<file path="config.mk">
export PLATFORM = sky130hd
export DESIGN_NAME = enc8_3_queued
export DESIGN_NICKNAME = d
export VERILOG_FILES = /design/src/rtl/enc8_3_queued.sv
export SDC_FILE = /design/constraint.sdc
export NUM_CORES = 1
export LEC_CHECK = 0
export ABC_AREA = 1
export CAP_MARGIN = 20
export CORE_MARGIN = 2
export CORE_UTILIZATION = 50
export DETAILED_ROUTE_END_ITERATION = 12
export GPL_ROUTABILITY_DRIVEN = 0
export HOLD_SLACK_MARGIN = 0.03
export PLACE_DENSITY = 0.82
export RECOVER_POWER = 100
export SYNTH_ARGS = -nofsm -noshare
export SYNTH_HDL_FRONTEND = slang
export SYNTH_SLANG_ARGS = --single-unit
</file>
<file path="constraint.sdc">
create_clock -name clk -period 1.6 [get_ports clk]
set_input_delay 0.32 -clock clk [delete_from_list [all_inputs] [get_ports clk]]
set_output_delay 0.32 -clock clk [all_outputs]
set_load 0.02 [all_outputs]
</file>
<file path="src/rtl/enc8_3_queued.sv">
// Queued 8-to-3 priority encoder: rising edges on i7..i0 are held as
// pending events and presented one index at a time over valid/ready.
module enc8_3_queued (
   input  logic clk,
   input  logic rst_n,
   input  logic i7,
   input  logic i6,
   input  logic i5,
   input  logic i4,
   input  logic i3,
   input  logic i2,
   input  logic i1,
   input  logic i0,
   input  logic ready,
   output logic a,
   output logic b,
   output logic c,
   output logic valid,
   output logic ovf,
   output logic idle
);

   typedef enum logic {
      S_IDLE,
      S_HOLD
   } state_t;

   state_t     r_state;
   state_t     w_state_nx;
   logic [7:0] r_prev;
   logic [7:0] r_pend;
   logic [2:0] r_code;
   logic       r_ovf;
   logic [2:0] w_code_nx;
   logic [7:0] w_in;
   logic [7:0] w_edge;
   logic [7:0] w_clr;
   logic [7:0] w_rem;
   logic [7:0] w_pend_nx;
   logic       w_ovf_nx;

   // highest set bit wins; ascending scan lets the top bit overwrite
   function automatic logic [2:0] f_top(input logic [7:0] v);
      f_top = 3'd0;
      for (int n = 0; n < 8; n++) begin
         if (v[n]) f_top = 3'(n);
      end
   endfunction

   assign w_in   = {i7, i6, i5, i4, i3, i2, i1, i0};
   assign w_edge = w_in & ~r_prev;

   always_comb begin
      w_clr = 8'd0;
      if (r_state == S_HOLD && ready) w_clr = 8'd1 << r_code;
      w_rem     = r_pend & ~w_clr;
      // set wins over clear on the accepted line
      w_pend_nx = w_rem | w_edge;
      w_ovf_nx  = r_ovf | (|(w_edge & w_rem));
   end

   always_comb begin
      w_state_nx = r_state;
      w_code_nx  = r_code;
      unique case (r_state)
         S_IDLE: begin
            if (|r_pend) begin
               w_code_nx  = f_top(r_pend);
               w_state_nx = S_HOLD;
            end
         end
         S_HOLD: begin
            if (ready) begin
               if (|w_rem) w_code_nx  = f_top(w_rem);
               else        w_state_nx = S_IDLE;
            end
         end
      endcase
   end

   always_ff @(posedge clk) begin
      if (!rst_n) begin
         r_state <= S_IDLE;
         r_code  <= 3'd0;
      end else begin
         r_state <= w_state_nx;
         r_code  <= w_code_nx;
      end
   end

   always_ff @(posedge clk) begin
      if (!rst_n) begin
         r_prev <= 8'd0;
         r_pend <= 8'd0;
         r_ovf  <= 1'b0;
      end else begin
         r_prev <= w_in;
         r_pend <= w_pend_nx;
         r_ovf  <= w_ovf_nx;
      end
   end

   assign {a, b, c} = r_code;
   assign valid     = (r_state == S_HOLD);
   assign ovf       = r_ovf;
   assign idle      = (r_pend == 8'd0) && (r_state == S_IDLE);

endmodule

</file>
# Word-level counts from Yosys, hierarchy flattened
# Index checks and enable logic that the tools add are counted.
# op_classes
eq_ne,3
shifts,1
mux,23
n_bitwise,8
n_reduce_logical,7
# op_table
op,count
3-bit two-way mux,15
8-bit bitwise AND,3
8-bit OR reduction,3
8-bit NOT,2
8-bit logical NOT,1
8-bit two-way mux,1
8-bit bitwise OR,1
"1-bit by 3-bit << shifter with 8-bit output, first input constant",1
3-bit case mux with 2 select lines,1
1-bit two-way mux,5
"2-bit != test, second input constant",2
3-bit AND reduction,1
1-bit logical AND,2
"2-bit by 1-bit != test with 1-bit output, second input constant",1
1-bit case mux with 2 select lines,1
1-bit NOT,1
1-bit bitwise OR,1
# word_totals
reg_bits,21
in_bits,11
output_inout_bits,6
word_cells,47

# Depth between registers and ports, before layout
# Gate-level depths: netlist (run 1).
# logic_depth
word_depth,14
ltp_mapped,12
mapped_depth_nobuf,12

# Least setup slack after synthesis (run 1)
# OpenSTA, ideal clock, no wires.
# synth_path
kind,register -> register
from,"register r_state, in the netlist valid"
to,register r_code[1]
setup_time_ps,128
arrival_ps,1393
t_required_ps,1472
path_slack_ps,80
path_stages_with_launch,12
path_buffers,0
synth_period_minus_slack_ps,1520
cell_sequence,dfxtp_1 nand2_2 clkinv_2 nand2_4 o21ai_2 nand2_2 nor2_4 nand2_2 nand2_2 inv_2 o21ai_1 nor2_1
# synth_between
elab_chain_len,13
elab_cells_between_ends,19
cone_classes,eq/ne: 3; mux: 10; bitwise: 3; reduce/logical: 3
# synth_rtl
element,line,rtl
start: declaration,28,state_t r_state;
start signal: assignment,86,r_state <= w_state_nx;
1-bit logical AND,55,if (r_state == S_HOLD && ready) w_clr = 8'd1 << r_code;
8-bit two-way mux,55,
8-bit NOT,56,w_rem = r_pend & ~w_clr;
8-bit bitwise AND,56,
3-bit two-way mux (6 in a row),46,if (v[n]) f_top = 3'(n);
3-bit two-way mux,74,if (|w_rem) w_code_nx = f_top(w_rem);
3-bit two-way mux,73,if (ready) begin
3-bit case mux with 2 select lines,65,unique case (r_state)
end signal: assignment,87,r_code <= w_code_nx;
end: declaration,32,logic [2:0] r_code;
# Several ways; a longest one is shown, not always the timed one. The select of a mux whose other input is x is not followed.
# A chain may end at the register's enable or synchronous reset.

# Final worst setup path (run 1)
# layout_path
from,register r_pend[5]
to,output port idle
# layout_between
elab_chain_len,2
# layout_rtl
element,line,rtl
start: declaration,31,logic [7:0] r_pend;
start signal: assignment,98,r_pend <= w_pend_nx;
8-bit logical NOT,106,assign idle = (r_pend == 8'd0) && (r_state == S_IDLE);
1-bit logical AND,106,
end: declaration,20,output logic idle
# Every way passes these cells.

==> results of run 1 <==
[logic make-up after synthesis]
group           share of synthesized area
compound gates                      0.159
flops                               0.438
buf+inv                             0.119
simple gates                        0.284
[layout by cell type, fill, tap and decap left out, types with 2 or more instances in the layout]
master	netlist	layout
nand2_1	33	33
inv_1	24	24
buf_4	0	20
dfxtp_1	21	15
a21oi_1	11	11
nand2_2	8	8
clkdlybuf4s50_1	0	8
nor2_1	8	7
dfxtp_2	0	5
o21ai_2	3	4
dlygate4sd2_1	0	4
nor2_2	2	3
inv_2	3	3
clkbuf_4	0	3
nand3_1	2	2
o21ai_1	4	2
o22ai_1	2	2
dlymetal6s2s_1	0	2
[through the flow]
step | utilization | setup TNS (ns) | area (µm²) | setup WS [ns]
floorplan | - | 0 | 960 | 0.0798
global placement | 0.721 | -1.36 | 1270 | -0.265
detailed placement | 0.721 | -1.63 | 1270 | -0.329
CTS | 0.745 | -0.0929 | 1320 | -0.0929
global route | 0.772 | -0.286 | 1360 | -0.210
finish | 0.772 | -0.154 | 1360 | -0.154
[sequential cells by signal, summed over array words and instances, names as in the netlist]
name	cells
r_pend	8
ovf	1
valid	1
r_code	3
r_prev	8
[where the power goes]
part	internal [mW]	total (mW)	switching, mW
registers	0.569	0.603	0.0342
clock network	0.0935	0.261	0.167
logic	0.160	0.339	0.179
total	0.822	1.20	0.380
[per-layer routing]
layer,GRT usage,vias to the layer above,wire length [µm],part of all wire
li1,-,489,-,-
met1,0.237,429,904,0.42
met2,0.384,18,1140,0.52
met3,0.0415,5,72,0.033
met4,0.162,0,51,0.024
met5,0,-,0,0
[worst min-delay path, stage by stage]
cell and delay [ns]:
dlymetal6s2s_1 0.12, or2_2 0.13, nand2_2 0.06, nand2_1 0.06
a21oi_1 0.05
[timing repair]
item / 4_1_cts / 5_1_grt
buffers inserted: 1 / 3
pin swaps: 2 / 8
resized for setup: 15 / 11
setup endpoints to repair: 5 / 7
[final timing paths]
kind / end / slack, ns / cells after the start
setup / recovery: idle / -0.15 / 5
hold / removal: r_code[0] / 0.46 / 5
setup reg to reg: r_code[1] / 0.06 / 11
hold reg to reg: r_pend[1] / 0.50 / 3
[cell type report]
type | instances | area share
Clock buffer | 3 | 0.0165
Clock inverter | 1 | 0.00368
Inverter | 28 | 0.0790
Multi-Input combinational cell | 83 | 0.330
Sequential cell | 21 | 0.316
Tap cell | 25 | 0.0230
Timing Repair Buffer | 37 | 0.232
==> results_dict.tcl, run 1 <==
set metrics [dict create \
    outcome "finished, violations left" \
    violations "setup timing" \
    maxCapViolCount 0 \
    wire_per_inst_um 10.9 \
    fin_crit_sh 1.10 \
    dieArea_mm2 0.00229 \
    crit_path_start_kind "register" \
    finalHoldViolations 0 \
    synth_common_cells "nand2_1 (33), inv_1 (24), dfxtp_1 (21)" \
    dieHeight_um 47.8 \
    ant_nets 0 \
    yosysSeqAreaShare 0.438 \
    relSlewSlack 0.689 \
    fin_hold_ws_ns 0.460 \
    post-synth-top-area-fraction 0.438 \
    synth_largest_area_cell "dfxtp_1" \
    async_flop_share 0 \
    p_leak_nw 0.722 \
    worst-setup-path-type "reg2out" \
    worst-slew-pin-transition_ns 0.466 \
    portBuffers 16 \
    slew_viol_final 0 \
    die_x_um 47.8 \
    netlist_top_cells_area "dfxtp_1 (44%), nand2_1 (13%), inv_1 (9.4%), a21oi_1 (5.7%), nand2_2 (5.2%)" \
    dr.pass1.iters 4 \
    root_buffer "clkbuf_4" \
    cts_hold_buf 0 \
    yosys_warnings 0 \
    drc_errors 0 \
    place_inst 190 \
    core_area_mm2 0.00176 \
    holdCritPathClass "in2reg" \
    crit_family "simple AND/OR/NAND/NOR gates" \
    cts-buffers-inserted 3 \
    rows 15 \
    synthesis.area_um2 960 \
    reg2reg_from "valid" \
    critical_path_arrival_ns 1.43 \
    insertion_delay_ns 0.31 \
    ios 17 \
    required_ns 1.28 \
    path_buf_inv 2 \
    synth_nets 145 \
    yosysMostFrequentCell "nand2_1" \
    regArea_um2 430 \
    fin_total_pwr_mw 1.20 \
    critPathCaptureType "output pin" \
    synthCells 134 \
    clk_pin_slew_worst_paths_ns 0.12 \
    first_global_vias 850 \
    drt_iter0_markers 18 \
    ir_worst_vdd_mv 0.704 \
    grt_max_degree 13 \
    num_vias 941 \
    max_stage_delay_ns 0.34 \
    cts_buffer_depth 2 \
    avgViaCountPerCell 4.75 \
    cp_slowest_cell "dfxtp_2" \
    multi_input_area_um2 449 \
    routed_wl_um 2170 \
    grt_antenna_before_repair 0 \
    cts_max_level 1 \
    fin_crit_ns 1.75 \
    grt_pass1_wl_um 3420 \
    ys_types 23 \
    clock-sinks 21 \
    hp-start "ready" \
    cts_tree "built" \
    skew_ns 0.00485 \
    crit_fanout 2 \
    area.growth.synth_to_final_pct 41.9 \
    synth_area_per_cell_um2 7.16 \
    nets 185 \
    rsz0062_at_grt "true" \
    setup_viol 1 \
    power_density_mw_per_mm2 883 \
    cp-startpoint "r_pend[5]" \
    grt.total_usage 0.222 \
    max_freq_ghz 0.570 \
    yosys_most_used_dff "dfxtp_1" \
    initial_core_util 0.544 \
    dpl.hpwl_um 1640 \
    layoutNonFillerInstCount 198 \
    drive_above_1_share 0.324 \
    grt_overflow 0 \
    synth_edf_count 0 \
    cp_cell_sequence "or2_4 -> nor4_4 -> nand2_1 -> inv_1 -> buf_6" \
    ys_ff_latch 21 \
    setup_ws_ns -0.154 \
    diodes 0 \
    fillCellCount 154 \
]
(Power assumes the default switching activity.)
==> inputs of run 2 (changes only) <==
- PLACE_DENSITY: 0.82 -> unset
- PLACE_DENSITY_LB_ADDON: unset -> 0.1
==> run 2 against run 1 <==
- the run still ends with setup timing left
- critical path type unchanged
- die area is the same
- via count shrank 2.0%
- combinational power shrank 8.3%
- clock skew is essentially flat
- sequential power is essentially flat
- sequential share of layout area grew 0.97 points
- clock power shrank 3%
- cell count shrank 2.5%
- count of clock-buffer cells in the layout grew 1
- register-to-register slack lost 0.09 ns
- utilization shrank 3.8 points
- critical endpoint unchanged
- power shrank 3.2%
==> results_dict.tcl, run 2 (same netlist as run 1, synthesis figures left out) <==
set metrics [dict create \
    critical_path_arrival_ns 1.34 \
    portBuffers 16 \
    cts_buffer_depth 2 \
    fin_area_mm2 0.00129 \
    mostFrequentLayoutCells "nand2_1 (33), inv_1 (24), dfxtp_1 (20), buf_4 (15), a21oi_1 (11)" \
    crit_fanout 2 \
    cp_slowest_cell "dfxtp_2" \
    rsz0062_at_grt "true" \
    dpl.hpwl_um 1540 \
    fin_crit_sh 1.04 \
    post-route-util 0.733 \
    cp-startpoint "r_pend[5]" \
    clock-sinks 21 \
    routed_wl_um 2060 \
    relSlewSlack 0.669 \
    num_vias 922 \
    avgViaCountPerCell 4.78 \
    cts_tree "built" \
    worst_r2r_path_depth 10 \
    nets 180 \
    r2r-end "r_code[1]" \
    setup_ws_ns -0.0597 \
    power_density_mw_per_mm2 900 \
    first_global_vias 885 \
    clk_pin_slew_worst_paths_ns 0.11 \
    grt.total_usage 0.217 \
    ir_worst_vdd_mv 0.633 \
    grt_antenna_before_repair 0 \
    violations "setup timing" \
    cp_cell_sequence "or2_4 -> nor4_4 -> nand2_1 -> inv_1 -> buf_6" \
    fin_crit_ns 1.66 \
    drive_above_1_share 0.250 \
    area.growth.synth_to_final_pct 34.8 \
    fin_total_pwr_mw 1.16 \
    rows 15 \
    fin_hold_ws_ns 0.512 \
    endpoint "idle" \
    slew_viol_final 0 \
    required_ns 1.28 \
    holdCritPathClass "reg2reg" \
    setup_tns_ns -0.109 \
    cts_hold_buf 0 \
    core_area_mm2 0.00176 \
    setup_viol 4 \
    p_leak_nw 0.671 \
    diodes 0 \
    cts-buffers-inserted 3 \
    wire_per_inst_um 10.7 \
    outcome "finished, violations left" \
    drc_errors 0 \
    fillCellCount 152 \
    reg2reg_from "valid" \
    layout_commonest_cell "nand2_1" \
    dr.pass1.iters 4 \
    die_x_um 47.8 \
    maxCapViolCount 0 \
    finalHoldViolations 0 \
    ant_nets 0 \
    crit_path_start_kind "register" \
    cts_max_level 1 \
    ios 17 \
    skew_ns 0.00468 \
    worst-r2r-setup-slack_ns -0.03 \
    critPathCaptureType "output pin" \
    grt_pass1_wl_um 3410 \
    grt_max_degree 12 \
    grt_overflow 0 \
    root_buffer "clkbuf_4" \
    dieHeight_um 47.8 \
    max_stage_delay_ns 0.33 \
    reg_top3 "r_pend x8, r_prev x8, r_code x3" \
    max_freq_ghz 0.603 \
    dieArea_mm2 0.00229 \
    worst-slew-pin-transition_ns 0.497 \
    worst-setup-path-type "reg2out" \
    initial_core_util 0.544 \
    insertion_delay_ns 0.30 \
    drt_iter0_markers 19 \
    place_area_mm2 0.00126 \
]
-- run 2: worst max-delay path: cells and delay by family (launching register included) --
kind	cells	cell delay, ns
simple gates	3	0.53
flops	1	0.33
buf+inv	2	0.18
-- run 2: cell type report --
class	instances	area [µm²]	share of cell area
repair buffers	32	265	0.205
multi-input cells	83	439	0.339
inverters	28	110	0.0851
clock buffers	4	26.3	0.0203
well taps	25	31.3	0.0242
flip-flops and latches	21	422	0.326
-- run 2: routing by layer --
layer	vias up	wire length [µm]	track usage
li1	478	-	-
met1	411	920	0.254
met2	28	1010	0.392
met3	5	94	0.0226
met4	0	41	0.103
met5	-	0	0
-- run 2: how the worst min path moves through the flow --
| stage | cells past startpoint | endpoint | startpoint |
|---|---|---|---|
| 3_3_place_gp | 3 | r_pend[1] | r_prev[1] |
| 5_1_grt | 3 | r_pend[3] | r_prev[3] |
| 4_1_cts | 3 | r_pend[5] | r_prev[5] |
| 3_5_place_dp | 3 | r_pend[3] | r_prev[3] |
| 2_1_floorplan | 2 | r_prev[0] | i0 |
| 6_report | 3 | r_pend[5] | r_prev[5] |
-- run 2: timing repair --
| action | CTS | global route |
|---|---|---|
| endpoints found under the hold margin | 0 | 0 |
| buffers inserted | 0 | 0 |
| endpoints found under the setup margin | 6 | 5 |
| pin swaps | 6 | 1 |
| gates resized for setup | 18 | 8 |
-- run 2: per-stage QoR --
| step | std cells | worst slack (ns) |
|---|---|---|
| 6_report | 193 | -0.0597 |
| 5_1_grt | 193 | -0.154 |
| 4_1_cts | 193 | -0.0176 |
| 3_5_place_dp | 189 | -0.309 |
| 3_3_place_gp | 189 | -0.282 |
| 2_1_floorplan | 134 | 0.0798 |
-- run 2: where the power goes --
group          leakage, nW  switching, mW  internal [mW]
combinational        0.480          0.169          0.142
clock               0.0150          0.155         0.0973
sequential           0.176         0.0348          0.566
